<file path="src/rtl/add_sub_pkg.sv">
// Shared types and defaults for the iterative adder/subtractor.
package add_sub_pkg;

    localparam int DEFAULT_WIDTH = 64;
    localparam int DEFAULT_SLICE = 16;

    typedef enum logic [1:0] {
        IDLE = 2'd0,
        BUSY = 2'd1,
        DONE = 2'd2
    } state_t;

    typedef struct packed {
        logic carry;
        logic overflow;
        logic zero;
    } flags_t;

endpackage

</file>
<file path="src/rtl/add_sub_slice.sv">
// Combinational SLICE-bit ripple adder; also exposes the carry into its top bit.
module add_sub_slice #(
    parameter int SLICE = 16
) (
    input  logic [SLICE-1:0] a,
    input  logic [SLICE-1:0] b,
    input  logic             cin,
    output logic [SLICE-1:0] sum,
    output logic             cout,
    output logic             c_msb_in
);

    logic [SLICE:0] carry;

    assign carry[0] = cin;

    for (genvar i = 0; i < SLICE; i++) begin : g_bit
        full_adder u_fa (
            .a    (a[i]),
            .b    (b[i]),
            .cin  (carry[i]),
            .sum  (sum[i]),
            .cout (carry[i+1])
        );
    end

    assign cout     = carry[SLICE];
    assign c_msb_in = carry[SLICE-1];

endmodule

</file>
<file path="src/rtl/full_adder.sv">
// One-bit full adder cell used to build the slice ripple chain.
module full_adder (
    input  logic a,
    input  logic b,
    input  logic cin,
    output logic sum,
    output logic cout
);

    assign sum  = a ^ b ^ cin;
    assign cout = (a & b) | (cin & (a ^ b));

endmodule

</file>
<file path="src/rtl/add_sub_iter.sv">
// Multi-cycle add/sub: one SLICE per cycle through a registered carry.
// Define ADD_SUB_ITER_WORD_EN to honour the RV64 *W `word` input.
module add_sub_iter
    import add_sub_pkg::*;
#(
    parameter int WIDTH = DEFAULT_WIDTH,
    parameter int SLICE = DEFAULT_SLICE
) (
    input  logic             clk,
    input  logic             rst_n,
    input  logic             in_valid,
    output logic             in_ready,
    input  logic [WIDTH-1:0] in1,
    input  logic [WIDTH-1:0] in2,
    input  logic             sub,
    input  logic             word,
    output logic             out_valid,
    input  logic             out_ready,
    output logic [WIDTH-1:0] sum_out,
    output logic             carry_out,
    output logic             overflow,
    output logic             zero
);

    localparam int NSLICE = WIDTH / SLICE;
    localparam int CNT_W  = (NSLICE > 1) ? $clog2(NSLICE) : 1;

    if (WIDTH % SLICE != 0) begin : g_bad_slice
        $error("add_sub_iter: WIDTH must be a multiple of SLICE");
    end

    state_t             state, state_next;
    logic [CNT_W-1:0]   cnt;
    logic [WIDTH-1:0]   a_reg, b_reg, result_reg, result_next;
    logic               carry_reg;
    flags_t             flags_reg, flags_next;
    logic               last;
    logic               zero_next;

    logic [SLICE-1:0]   a_slice, b_slice, slice_sum;
    logic               slice_cout, slice_c_msb;

    assign a_slice = a_reg[int'(cnt)*SLICE +: SLICE];
    assign b_slice = b_reg[int'(cnt)*SLICE +: SLICE];

    add_sub_slice #(.SLICE(SLICE)) u_slice (
        .a        (a_slice),
        .b        (b_slice),
        .cin      (carry_reg),
        .sum      (slice_sum),
        .cout     (slice_cout),
        .c_msb_in (slice_c_msb)
    );

    // NOTE: every combinational output gets a default first so no path infers a latch.
    always_comb begin
        result_next = result_reg;
        result_next[int'(cnt)*SLICE +: SLICE] = slice_sum;
    end

`ifdef ADD_SUB_ITER_WORD_EN
    localparam int WORD_NSLICE = 32 / SLICE;

    if (WIDTH != 64 || (32 % SLICE) != 0) begin : g_bad_word
        $error("add_sub_iter: word mode needs WIDTH==64 and 32 %% SLICE == 0");
    end

    logic word_reg;

    always_ff @(posedge clk or negedge rst_n) begin
        if (!rst_n) begin
            word_reg <= 1'b0;
        end else if (state == IDLE && in_valid) begin
            word_reg <= word;
        end
    end

    // Upper result bits may be stale in word mode; only bits 31:0 are ever observed.
    assign last      = word_reg ? (cnt == CNT_W'(WORD_NSLICE - 1)) : (cnt == CNT_W'(NSLICE - 1));
    assign zero_next = word_reg ? (result_next[31:0] == 32'd0) : (result_next == '0);
    assign sum_out   = word_reg ? {{(WIDTH-32){result_reg[31]}}, result_reg[31:0]} : result_reg;
`else
    logic unused_word;
    assign unused_word = word;

    assign last      = (cnt == CNT_W'(NSLICE - 1));
    assign zero_next = (result_next == '0);
    assign sum_out   = result_reg;
`endif

    assign flags_next.carry    = slice_cout;
    assign flags_next.overflow = slice_c_msb ^ slice_cout;
    assign flags_next.zero     = zero_next;

    // NOTE: the result and operand registers are reset too, so sum_out reads 0 under reset.
    always_ff @(posedge clk or negedge rst_n) begin
        if (!rst_n) begin
            state      <= IDLE;
            cnt        <= '0;
            a_reg      <= '0;
            b_reg      <= '0;
            carry_reg  <= 1'b0;
            result_reg <= '0;
            flags_reg  <= '0;
        end else begin
            // NOTE: non-blocking assignments keep every register updating from pre-edge values.
            state <= state_next;
            case (state)
                IDLE: begin
                    if (in_valid) begin
                        a_reg     <= in1;
                        b_reg     <= in2 ^ {WIDTH{sub}};
                        carry_reg <= sub;
                        cnt       <= '0;
                    end
                end
                BUSY: begin
                    result_reg <= result_next;
                    carry_reg  <= slice_cout;
                    cnt        <= cnt + CNT_W'(1);
                    if (last) begin
                        flags_reg <= flags_next;
                    end
                end
                default: ;
            endcase
        end
    end

    always_comb begin
        state_next = state;
        in_ready   = 1'b0;
        out_valid  = 1'b0;
        case (state)
            IDLE: begin
                in_ready = 1'b1;
                if (in_valid) state_next = BUSY;
            end
            BUSY: begin
                if (last) state_next = DONE;
            end
            DONE: begin
                out_valid = 1'b1;
                if (out_ready) state_next = IDLE;
            end
            default: state_next = IDLE;
        endcase
    end

    assign carry_out = flags_reg.carry;
    assign overflow  = flags_reg.overflow;
    assign zero      = flags_reg.zero;

endmodule
</file>
<file path="config.mk">
export PLATFORM = sky130hd
export DESIGN_NAME = add_sub_iter
export DESIGN_NICKNAME = d
export VERILOG_FILES = /design/src/rtl/add_sub_pkg.sv /design/src/rtl/add_sub_slice.sv /design/src/rtl/full_adder.sv /design/src/rtl/add_sub_iter.sv
export SDC_FILE = /design/constraint.sdc
export NUM_CORES = 1
export LEC_CHECK = 0
export BUFFER_PORTS_ARGS = -buffer_cell sky130_fd_sc_hd__buf_4
export CAP_MARGIN = 20
export CORE_UTILIZATION = 59
export DETAILED_ROUTE_END_ITERATION = 10
export PLACE_DENSITY = 0.91
export REMOVE_ABC_BUFFERS = 1
export SKIP_CTS_REPAIR_TIMING = 1
export SYNTH_ARGS = -nofsm -noshare
export SYNTH_HDL_FRONTEND = slang
export SYNTH_SLANG_ARGS = --single-unit
</file>
<file path="constraint.sdc">
create_clock -name clk -period 26.1 [get_ports clk]
set_input_delay 7.83 -clock clk [delete_from_list [all_inputs] [get_ports clk]]
set_output_delay 7.83 -clock clk [all_outputs]
set_load 0.02 [all_outputs]
</file>
==> key figures <==
Status
  • Status: completed

Detailed routing
  • Detailed Routing Iterations Pass 1: 5
  • Final wirelength: 23.11 mm
  • Via density: 5.787
  • # DRC: 0
  • ANT nets after route: 0
  • Drt initial violations: 504
  • Vias: 7054
  • WL/cell: 18.96 um

Placement
  • HPWL after DPL: 15.70 mm
  • Placed cell area: 11070 um2
  • Final Wtd Congestion: 0.8427
  • Pre-CTS setup slack: 15.84 ns
  • Port Buffer Count: 201
  • Placed insts: 1185

Global routing
  • Initial antenna violation count: 0
  • Grt total ovfl: 0
  • Vias in the first global route: 7319
  • First-pass GRT wire length: 36.87 mm
  • Overall routing resource usage: 0.2971
  • Largest net degree at the start of global routing: 118

Clock network
  • # H-tree levels: 4
  • Clock sinks: 200
  • Clk buf depth: 2
  • CTS Root Cell: clkbuf_16
  • CTS Buf Count: 17
  • Clock Latency Late Sink: 0.43 ns
  • Clock-pin transition on the worst setup and hold timing paths: 0.07 ns
  • CTS tree: yes

Setup path
  • Worst reg-to-reg setup slack: 16.75 ns
  • Worst setup EP type: register
  • R2R depth: 25
  • Critical path type: input port to register
  • Crit path max fanout: 97
  • Crit start category: input port
  • Critical Path RT: 26.42 ns
  • Worst flop-to-flop path endpoint: zero
  • RR Startpoint: cnt[0]
  • Arrival @ worst endpoint: 9.88 ns

Timing
  • Final hold violations: 0
  • Setup ws final: 16.53 ns
  • Post-layout min period: 9.569 ns
  • Relative slew slack: 0.2869
  • Skew final: 0.01024 ns
  • Fmax: 104.5 MHz
  • Final setup vio count: 0
  • RSZ-0062 raised after global routing: no
  • Slew @ Worst Pin: 1.070 ns
  • Setup TNS: 0 ns
  • Max-slew violation count: 0
  • Tcrit/Tclk final: 0.3666

Logic synthesis
  • Mapped Area: 9462 um2
  • Post-synth EDFFs: 0
  • Syn. warnings: 0
  • Ys async rst share: 1.000
  • Leading area contributor after synthesis: dfrtp_1
  • Mux cell area share after synthesis: 0.1545
  • Seq cells post-synth: 200
  • Main synth FF type: dfrtp_1
  • Most area-consuming cells after synthesis: dfrtp_1, mux2_2, mux4_2
  • Post-Syn Instances: 815
  • Post-Synth Simple-Gate Area: 0.09111
  • Yosys cell types: 45
  • Adder-Cell Fraction of Synth Area: 0.04179
  • Compound-cell area share of the yosys netlist: 0.08556
  • Top cell type's share of synthesized area: 0.5290
  • Sequential area share after synthesis: 0.5290
  • Largest family of logic cells by synthesized area: multiplexers
  • Post-Synth XOR/XNOR Area: 0.06017
  • Mean Syn Cell Area: 11.61 um2

Layout
  • Layout Nets: 1151
  • Commonest non-fill, non-tap cells in the layout: buf_4, dfrtp_1, nand2_1, nor2_1, a21oi_1
  • Most common cell after layout, fill and taps aside: buf_4
  • Design area: 11760 um2
  • Number of diodes: 0
  • Post-Layout Cell Count: 1219
  • Share of layout cells above drive strength 1: 0.3433
  • Layout area overhead: 24.28%
  • Filler Cell Count: 1011

Hold path
  • Worst Hold Class: register to register
  • Hold depth: 2
  • Hold EP: carry_out
  • Hold_sp: carry_out

Power and ir drop
  • Max rail drop VDD: 0.0001028 V
  • PD cells: 158.0 nW/um2
  • Pleak: 5.298 nW

Floorplan
  • Core box area: 15430 um2
  • Die area: 16550 um2
  • Row Count: 45
  • Ports: 203
  • Die height: 128.6 um
  • Die span in x: 128.6 um
  • Starting Density: 0.6133

Flow run
  • Max-cap violations: 0
[per-layer routing]
layer  GRT usage  routed length (um)  part of all wire  vias to the layer above
met2      0.4979               11710              0.51                      317
li1            -                   -                 -                     3161
met4      0.1273                 762             0.033                        0
met1      0.3598                8838              0.38                     3517
met3     0.08857                1806             0.078                       59
met5           0                   0                 0                        -
[report_power, final]
| part | internal, W | total [W] | leakage [nW] | switching (W) |
|---|---|---|---|---|
| clock network | 0.000164 | 0.000282 | 0.307 | 0.000118 |
| registers | 0.000448 | 0.000542 | 2.43 | 0.0000940 |
| logic | 0.000410 | 0.00103 | 2.56 | 0.000623 |
[logic make-up after synthesis]
kind of cell / Yosys count
AO/OA/AOI/OAI: 149
XOR/XNOR: 65
adder cells (fa/ha/maj): 22
buffers and inverters: 87
flip-flops: 200
multiplexers: 98
AND/OR/NAND/NOR: 194
[worst max path at each step]
stage / to / cells past startpoint / slack [ns] / from
after CTS: a_reg[13] / 4 / 16.29 / in_valid
after global placement: a_reg[60] / 4 / 15.86 / in_valid
after global routing: zero / 25 / 16.27 / cnt[0]
final: a_reg[46] / 5 / 16.53 / in_valid
after floorplan: carry_reg / 3 / 13.87 / in_valid
after detailed placement: a_reg[46] / 4 / 15.84 / in_valid
[worst max-delay path, stage by stage]
cell	delay, ns
buf_4	0.09
and2_4	0.30
buf_16	0.33
buf_4	0.77
mux2_2	0.42
[through the flow]
stage / hold slack, ns / utilization / power [W]
global placement: 0.4653 / 0.7176 / 0.001515
global route: 0.5240 / 0.7622 / 0.001964
finish: 0.4824 / 0.7622 / 0.001858
detailed placement: 0.4722 / 0.7176 / 0.001556
CTS: 0.4877 / 0.7586 / 0.001840
floorplan: 0.4542 / - / 0.001172
[cell usage after synthesis, types with 2 or more instances]
cell,instances
fa_1,16
xnor2_1,65
mux4_2,32
inv_2,2
inv_1,39
ha_1,6
buf_1,5
nor2_1,70
a21oi_1,70
clkbuf_1,20
nand2_1,77
nand4_1,4
nor4_1,13
nand2b_1,2
nor3_1,5
nand3_1,7
o21ai_1,5
o31ai_1,3
and3_1,2
dfrtp_1,200
buf_2,20
nand3b_1,3
mux2i_1,2
o21ai_0,63
mux2_2,64
[layout make-up]
| class | instances | area (um2) | share of cell area |
|---|---|---|---|
| Multi-Input combinational cell | 528 | 4100 | 0.3487 |
| Timing Repair Buffer | 207 | 1600 | 0.1361 |
| Sequential cell | 200 | 5007 | 0.4258 |
| Clock buffer | 18 | 439.2 | 0.03735 |
| Inverter | 41 | 153.9 | 0.01309 |
| Tap cell | 211 | 264.0 | 0.02245 |
| Clock inverter | 14 | 193.9 | 0.01649 |
Power figures use the tool's default switching activity.
